**src/rtl/spi_apb_regfile.sv**
```systemverilog
// APB register file for the SPI controller: configuration registers, TX/RX frame
// FIFOs, W1C status flags and an interrupt, behind a one-wait-state APB slave.
module spi_apb_regfile #(
  parameter int                        APB_ADDR_WIDTH = 32,
  parameter int                        APB_DATA_WIDTH = 32,
  parameter logic [APB_ADDR_WIDTH-1:0] SPI_REG_BASE   = 32'hA0300000,
  parameter int                        FRAME_WIDTH    = 8,
  parameter int                        FIFO_DEPTH     = 4,
  parameter int                        CS_NUM         = 1
) (
  input  logic                        apb_clk_in,
  input  logic                        apb_rstn_in,
  input  logic                        apb_psel_in,
  input  logic                        apb_penable_in,
  input  logic                        apb_write_in,
  input  logic [APB_ADDR_WIDTH-1:0]   apb_addr_in,
  input  logic [APB_DATA_WIDTH-1:0]   apb_wdata_in,
  input  logic [APB_DATA_WIDTH/8-1:0] apb_strb_in,
  output logic [APB_DATA_WIDTH-1:0]   apb_rdata_out,
  output logic                        apb_ready_out,
  output logic                        apb_slverr_out,
  output logic [7:0]                  spi_cr1_out,
  output logic [7:0]                  spi_cr2_out,
  output logic [7:0]                  spi_br_out,
  output logic [CS_NUM-1:0]           cs_sel_out,
  output logic [FRAME_WIDTH-1:0]      tx_data_out,
  output logic                        tx_valid_out,
  input  logic                        tx_ready_in,
  input  logic [FRAME_WIDTH-1:0]      rx_data_in,
  input  logic                        rx_valid_in,
  input  logic                        modf_in,
  input  logic                        spi_busy_in,
  output logic                        irq_out
);
  localparam int PW = $clog2(FIFO_DEPTH);
  localparam int CW = PW + 1;

  typedef enum logic [1:0] {IDLE, SETUP, RESP} state_t;

  state_t                      state_q, state_d;
  logic [APB_ADDR_WIDTH-1:0]   addr_q, addr_d;
  logic [APB_DATA_WIDTH-1:0]   wdata_q, wdata_d, rdata_q, rdata_d;
  logic                        write_q, write_d, strb0_q, strb0_d;
  logic                        ready_q, ready_d, slverr_q, slverr_d;
  logic [7:0]                  cr1_q, cr1_d, br_q, br_d;
  logic [5:0]                  cr2_q, cr2_d;
  logic [CS_NUM-1:0]           csr_q, csr_d;
  logic                        modf_q, modf_d, rxovr_q, rxovr_d, irq_q, irq_d;
  logic [PW-1:0]               tx_wptr_q, tx_wptr_d, tx_rptr_q, tx_rptr_d;
  logic [PW-1:0]               rx_wptr_q, rx_wptr_d, rx_rptr_q, rx_rptr_d;
  logic [CW-1:0]               tx_cnt_q, tx_cnt_d, rx_cnt_q, rx_cnt_d;
  logic [FRAME_WIDTH-1:0]      tx_mem [FIFO_DEPTH];
  logic [FRAME_WIDTH-1:0]      rx_mem [FIFO_DEPTH];

  logic                        txe, txf, rxne, rxf, in_win, is_dr, err, access;
  logic                        wr_en, rd_ok, tx_push, tx_pop, rx_pop, rx_push_ok;
  logic                        tx_flush, rx_flush, tx_we, rx_we, rx_ovf;
  logic [7:0]                  off;
  logic [APB_DATA_WIDTH-1:0]   rd_val;
  logic                        unused_bits;

  assign unused_bits = ^{wdata_q, apb_strb_in};

  always_comb begin
    state_d   = state_q;   addr_d    = addr_q;    wdata_d  = wdata_q;
    write_d   = write_q;   strb0_d   = strb0_q;   rdata_d  = rdata_q;
    ready_d   = ready_q;   slverr_d  = slverr_q;  cr1_d    = cr1_q;
    cr2_d     = cr2_q;     br_d      = br_q;      csr_d    = csr_q;
    tx_wptr_d = tx_wptr_q; tx_rptr_d = tx_rptr_q; tx_cnt_d = tx_cnt_q;
    rx_wptr_d = rx_wptr_q; rx_rptr_d = rx_rptr_q; rx_cnt_d = rx_cnt_q;

    txe    = (tx_cnt_q == '0);
    txf    = (tx_cnt_q == CW'(FIFO_DEPTH));
    rxne   = (rx_cnt_q != '0);
    rxf    = (rx_cnt_q == CW'(FIFO_DEPTH));
    off    = addr_q[7:0];
    in_win = (addr_q[APB_ADDR_WIDTH-1:8] == SPI_REG_BASE[APB_ADDR_WIDTH-1:8]);
    is_dr  = (off == 8'h10);
    err    = !in_win || (off > 8'h18) || (off[1:0] != 2'b00) ||
             (write_q && off == 8'h18) || (write_q && is_dr && txf) ||
             (!write_q && is_dr && !rxne);
    access = (state_q == SETUP) && apb_psel_in && apb_penable_in;
    wr_en  = access && !err && write_q && strb0_q;
    rd_ok  = access && !err && !write_q;

    rd_val = '0;
    case (off)
      8'h00: rd_val[7:0] = cr1_q;
      8'h04: rd_val[7:0] = {2'b00, cr2_q};
      8'h08: rd_val[7:0] = br_q;
      8'h0C: rd_val[6:0] = {spi_busy_in, modf_q, rxovr_q, rxf, rxne, txf, txe};
      8'h10: rd_val[FRAME_WIDTH-1:0] = rx_mem[rx_rptr_q];
      8'h14: rd_val[CS_NUM-1:0] = csr_q;
      8'h18: begin
        rd_val[7:0]  = 8'(tx_cnt_q);
        rd_val[15:8] = 8'(rx_cnt_q);
      end
      default: rd_val = '0;
    endcase

    if (wr_en && off == 8'h00) cr1_d = wdata_q[7:0];
    if (wr_en && off == 8'h04) cr2_d = wdata_q[5:0];
    if (wr_en && off == 8'h08) br_d  = wdata_q[7:0] & 8'h77;
    if (wr_en && off == 8'h14) csr_d = wdata_q[CS_NUM-1:0];

    tx_flush = wr_en && (off == 8'h04) && wdata_q[7];
    rx_flush = wr_en && (off == 8'h04) && wdata_q[6];
    tx_push  = wr_en && is_dr;
    tx_pop   = !txe && tx_ready_in;
    rx_pop   = rd_ok && is_dr;
    // A pop on the same edge frees the slot, so a full FIFO can still accept.
    rx_push_ok = rx_valid_in && (!rxf || rx_pop);
    rx_ovf     = rx_valid_in && rxf && !rx_pop && !rx_flush;
    tx_we      = tx_push && !tx_flush;
    rx_we      = rx_push_ok && !rx_flush;

    if (tx_flush) begin
      tx_wptr_d = '0; tx_rptr_d = '0; tx_cnt_d = '0;
    end else begin
      if (tx_push) tx_wptr_d = tx_wptr_q + 1'b1;
      if (tx_pop)  tx_rptr_d = tx_rptr_q + 1'b1;
      tx_cnt_d = tx_cnt_q + CW'(tx_push) - CW'(tx_pop);
    end
    if (rx_flush) begin
      rx_wptr_d = '0; rx_rptr_d = '0; rx_cnt_d = '0;
    end else begin
      if (rx_push_ok) rx_wptr_d = rx_wptr_q + 1'b1;
      if (rx_pop)     rx_rptr_d = rx_rptr_q + 1'b1;
      rx_cnt_d = rx_cnt_q + CW'(rx_push_ok) - CW'(rx_pop);
    end

    // Set beats a same-edge W1C clear.
    modf_d  = modf_in | (modf_q & !(wr_en && off == 8'h0C && wdata_q[5]));
    rxovr_d = rx_ovf  | (rxovr_q & !(wr_en && off == 8'h0C && wdata_q[4]));
    irq_d   = (cr1_q[7] & (rxne | rxovr_q | modf_q)) | (cr1_q[5] & txe);

    case (state_q)
      IDLE: begin
        ready_d  = 1'b0;
        slverr_d = 1'b0;
        if (apb_psel_in && !apb_penable_in) begin
          state_d = SETUP;
          addr_d  = apb_addr_in;
          write_d = apb_write_in;
          wdata_d = apb_wdata_in;
          strb0_d = apb_strb_in[0];
        end else if (apb_psel_in && apb_penable_in) begin
          state_d  = RESP;
          ready_d  = 1'b1;
          slverr_d = 1'b1;
          rdata_d  = '0;
        end
      end
      SETUP: begin
        if (access) begin
          state_d  = RESP;
          ready_d  = 1'b1;
          slverr_d = err;
          rdata_d  = rd_ok ? rd_val : '0;
        end else begin
          state_d = IDLE;
        end
      end
      default: begin
        state_d  = IDLE;
        ready_d  = 1'b0;
        slverr_d = 1'b0;
      end
    endcase
  end

  always_ff @(posedge apb_clk_in or negedge apb_rstn_in) begin
    if (!apb_rstn_in) begin
      state_q   <= IDLE;  addr_q    <= '0;  wdata_q  <= '0;
      write_q   <= 1'b0;  strb0_q   <= 1'b0; rdata_q <= '0;
      ready_q   <= 1'b0;  slverr_q  <= 1'b0; cr1_q   <= 8'h04;
      cr2_q     <= '0;    br_q      <= '0;   csr_q   <= '1;
      modf_q    <= 1'b0;  rxovr_q   <= 1'b0; irq_q   <= 1'b0;
      tx_wptr_q <= '0;    tx_rptr_q <= '0;   tx_cnt_q <= '0;
      rx_wptr_q <= '0;    rx_rptr_q <= '0;   rx_cnt_q <= '0;
    end else begin
      state_q   <= state_d;   addr_q    <= addr_d;    wdata_q  <= wdata_d;
      write_q   <= write_d;   strb0_q   <= strb0_d;   rdata_q  <= rdata_d;
      ready_q   <= ready_d;   slverr_q  <= slverr_d;  cr1_q    <= cr1_d;
      cr2_q     <= cr2_d;     br_q      <= br_d;      csr_q    <= csr_d;
      modf_q    <= modf_d;    rxovr_q   <= rxovr_d;   irq_q    <= irq_d;
      tx_wptr_q <= tx_wptr_d; tx_rptr_q <= tx_rptr_d; tx_cnt_q <= tx_cnt_d;
      rx_wptr_q <= rx_wptr_d; rx_rptr_q <= rx_rptr_d; rx_cnt_q <= rx_cnt_d;
    end
  end

  always_ff @(posedge apb_clk_in) begin
    if (tx_we) tx_mem[tx_wptr_q] <= wdata_q[FRAME_WIDTH-1:0];
    if (rx_we) rx_mem[rx_wptr_q] <= rx_data_in;
  end

  assign apb_rdata_out  = rdata_q;
  assign apb_ready_out  = ready_q;
  assign apb_slverr_out = slverr_q;
  assign spi_cr1_out    = cr1_q;
  assign spi_cr2_out    = {2'b00, cr2_q};
  assign spi_br_out     = br_q;
  assign cs_sel_out     = csr_q;
  assign tx_data_out    = tx_mem[tx_rptr_q];
  assign tx_valid_out   = !txe;
  assign irq_out        = irq_q;
endmodule

```
**config.mk**
```make
export PLATFORM = sky130hd
export DESIGN_NAME = spi_apb_regfile
export DESIGN_NICKNAME = d
export VERILOG_FILES = /design/src/rtl/spi_apb_regfile.sv
export SDC_FILE = /design/constraint.sdc
export NUM_CORES = 1
export LEC_CHECK = 0
export CAP_MARGIN = 20
export CORE_ASPECT_RATIO = 1.2
export CORE_UTILIZATION = 40
export CTS_CLUSTER_DIAMETER = 150
export DETAILED_ROUTE_END_ITERATION = 12
export DONT_BUFFER_PORTS = 1
export PLACE_DENSITY = 0.56
export SLEW_MARGIN = 25
export SYNTH_ARGS = -nofsm -noshare
export SYNTH_HDL_FRONTEND = slang
export SYNTH_SLANG_ARGS = --single-unit
```
**constraint.sdc**
```tcl
create_clock -name apb_clk_in -period 5.47 [get_ports apb_clk_in]
set_input_delay 1.094 -clock apb_clk_in [delete_from_list [all_inputs] [get_ports apb_clk_in]]
set_output_delay 1.094 -clock apb_clk_in [all_outputs]
set_load 0.02 [all_outputs]
```
==> metrics <==
outcome completed; number of antenna violations at the first check in global routing 0; power density normalized to cell area 382 nW/um^2; worst skew pair latency roughly 430 ps; number of design rule violations left after detail routing 0; logic depth of the worst register-to-register path 14; sw frac around 28%; Avg Cell Area, Syn approximately 14 sq um; worst endpoint required time approximately 5700 ps; Post-CTS Hold Fix Bufs 0; core area around 18,000 sq um; final setup violating endpoints 0; total iterations of the first detailed-routing run 5; Clock Tree Buf Depth 2; Switch Pwr approximately 0.00085 W; aggregate global-route resource usage 17.9%; post-route clock skew approximately 7.0 ps; setup bufs post-CTS 0; area of the multi-input gates 2700 sq um; commonest cells in the synthesized netlist 93 x sky130_fd_sc_hd__dfrtp_1, 64 x sky130_fd_sc_hd__edfxtp_1, 59 x sky130_fd_sc_hd__mux2_2; number of synthesized register bits around 160; clock buffers created by TritonCTS 17; H-tree lvl count 4; class of the worst hold path input pin to async pin; overall routed net length around 16,000 um; portion of synthesized cell area occupied by the leading cell type 32.2%; part of the total power dissipated in combinational logic a little over a tenth; CTS tree yes; global-route congestion overflow total 0; placed wire-length estimate after detailed placement around 12,000 um; via count of the first global-routing pass approximately 4,300; share of the core filled with cells a little under half; R2R Path Start addr_q[2]; Post-Synthesis Cells roughly 500; clock net sink count around 160; floorplan row count between 50 and 60; crit path DAT approximately 4000 ps; crit path setup slack, layout ~1700 ps; area of all sequential standard cells ~4300 sq um; chip width between 100 and 150 um; clock transition at the register clock pins on the worst setup and hold paths after CTS ~70 ps; Final Hold Violating Endpoints 0; fraction of registers with async set/reset between 50% and 60%; y dimension of the die 149 um; period utilization between 60% and 70%; Synth cell types 63; I/O pin total 154; cells taking the most area after synthesis sky130_fd_sc_hd__dfrtp_1 32%, sky130_fd_sc_hd__edfxtp_1 27%, sky130_fd_sc_hd__mux2_2 9.2%, sky130_fd_sc_hd__mux4_2 5.0%, sky130_fd_sc_hd__buf_4 2.7%; antenna viol nets, final 0; Setup crit start kind flip-flop; count of input and output buffers 0; total via count after detailed routing between 4,000 and 5,000; critical-path maximum fanout 17; worst r2r dst tx_cnt_q[2]; number of filler cells placed in the layout around 1,500; DRC violation total after the first TritonRoute iteration around 300; Slew Limit Fails 0; most common flop cell mapped by yosys sky130_fd_sc_hd__dfrtp_1; fraction of layout instances using a drive strength above 1 a little over a quarter; ant diodes 0; initial core utilization a little over 40%; tightest slew margin relative to the limit around 29%; share of power burned in registers 50.2%; slack of the worst reg-to-reg path around 1700 ps; die footprint approximately 19,000 sq um; buffer cell driving the clock tree root sky130_fd_sc_hd__clkbuf_16; total leakage power between 3 and 4 nW; category of the most critical setup path flip-flop to flip-flop; pre-CTS setup slack about 1600 ps; growth of design area from synthesis to finish 10.8%; fin crit period roughly 3800 ps; setup repair after global routing missed its margin false; total number of nets in the final design approximately 610; cell type with the highest aggregate area in the netlist sky130_fd_sc_hd__dfrtp_1; maximum achievable frequency ~270 MHz; IR Drop Worst-Case VDD between 0.2 and 0.25 mV; via density per instance 5.55; EDFF count, synth 64; sequential fraction of the synthesis area between 50% and 60%; most frequent cell after synthesis sky130_fd_sc_hd__dfrtp_1; Setup crit end kind flip-flop; Clock Power Share 38.8%; wire length of the first global-routing pass around 25,000 um; Max Cap Violations 0; largest net degree at the start of global routing 96; average wire per cell in the routed design roughly 22 um; Synth warnings 0; setup_tns 0 ps; RePlAce Congestion 0.860; Mapped Area just over 7000 sq um; Slew @ Worst Pin roughly 1100 ps; cells resized by post-CTS repair 0; cell-internal power about 0.0022 W
-- power groups by stage --
stage / Combinational (W) / Sequential (W) / Clock, W
3_5_place_dp: 0.000339 / 0.00156 / 0
5_1_grt: 0.000371 / 0.00156 / 0.00126
2_1_floorplan: 0.000284 / 0.00150 / 0
4_1_cts: 0.000343 / 0.00154 / 0.00122
6_report: 0.000336 / 0.00154 / 0.00119
3_3_place_gp: 0.000329 / 0.00155 / 0
-- layout make-up --
type	count	share of cell area, %
inverters	14	0.657
clock buffers	17	5.31
clock inverters	15	2.16
well taps	220	3.44
repair buffers	10	0.938
multi-input cells	307	33.8
flip-flops and latches	159	53.7
-- sequential cells by signal, indices dropped and copies added, names as in the netlist, 2 cells and up --
signal and flops:
addr_q 32, apb_rdata_out 11, cr2_q 6, rx_cnt_q 3, rx_mem 32, rx_rptr_q 2
rx_wptr_q 2, spi_br_out 6, spi_cr1_out 8, state_q 2, tx_cnt_q 3, tx_mem 32
tx_rptr_q 2, tx_wptr_q 2, wdata_q 8
-- worst max path at each step --
stage	startpoint	to	slack (ps)	cells after the start
6_report	addr_q[2]	tx_cnt_q[2]	1710	14
2_1_floorplan	apb_psel_in	tx_cnt_q[2]	2080	13
4_1_cts	addr_q[2]	tx_cnt_q[2]	1700	14
3_3_place_gp	apb_psel_in	tx_cnt_q[2]	1670	14
5_1_grt	addr_q[2]	tx_cnt_q[2]	1420	14
3_5_place_dp	apb_psel_in	tx_cnt_q[2]	1620	14
-- worst max-delay path, stage by stage, from the launching register on --
cell	delay (ps)
sky130_fd_sc_hd__dfrtp_1	610
sky130_fd_sc_hd__nor3_2	400
sky130_fd_sc_hd__o211ai_2	130
sky130_fd_sc_hd__buf_4	240
sky130_fd_sc_hd__nand4b_1	330
sky130_fd_sc_hd__nor4_2	500
sky130_fd_sc_hd__inv_1	120
sky130_fd_sc_hd__ha_1	290
sky130_fd_sc_hd__inv_1	60
sky130_fd_sc_hd__ha_1	130
sky130_fd_sc_hd__inv_1	40
sky130_fd_sc_hd__fa_1	370
sky130_fd_sc_hd__xor2_1	170
sky130_fd_sc_hd__xnor2_1	140
sky130_fd_sc_hd__a21oi_1	60
-- logic make-up (layout without fill, tap and decap cells) --
kind of cell / after synthesis / in the layout / share of synthesized area, %
compound gates: 57 / 57 / 5.77
mux: 83 / 83 / 15.6
simple gates: 121 / 121 / 11.1
buf+inv: 57 / 56 / 4.54
fa+ha+maj: 13 / 13 / 2.46
xor+xnor: 8 / 8 / 0.970
flops: 159 / 159 / 59.6
other cells: 1 / 25 / 0.0519
-- routing by layer --
layer	share of wire, %	track usage, %	up-vias
met5	0	0	-
met4	2.3	8.07	0
met3	7.2	6.92	24
met2	49	29.2	123
met1	41	21.0	2108
li1	-	-	1860
-- cell usage in the layout (no fill, tap or decap), drive strengths merged, types with 5 or more instances in the layout --
cell type,Yosys,routed
nor4,16,16
buf,30,10
mux2,64,64
a22oi,7,7
dfrtp,93,93
inv,14,22
edfxtp,64,64
ha,11,11
clkbuf,13,17
a32o,5,5
a211oi,6,6
mux4,16,16
and2,9,9
nand2,25,25
xnor2,5,5
nor2,13,13
and3,5,5
nor3,11,11
a21oi,10,10
clkinv,0,5
conb,1,25
nor3b,6,6
nor4b,10,10
nand3,9,9
o21ai,10,10
-- per-stage QoR --
stage                     instances  power [W]  hold WS, ps  cell area (sq um)
after floorplan                 523    0.00179          472               7310
after global placement          709    0.00188          484               7390
after detailed placement        710    0.00190          497               7410
after CTS                       742    0.00310          329               8000
after global routing            742    0.00319          329               8000
final                           742    0.00306          354               8000
No activity file was read; power rests on OpenSTA's default activity.
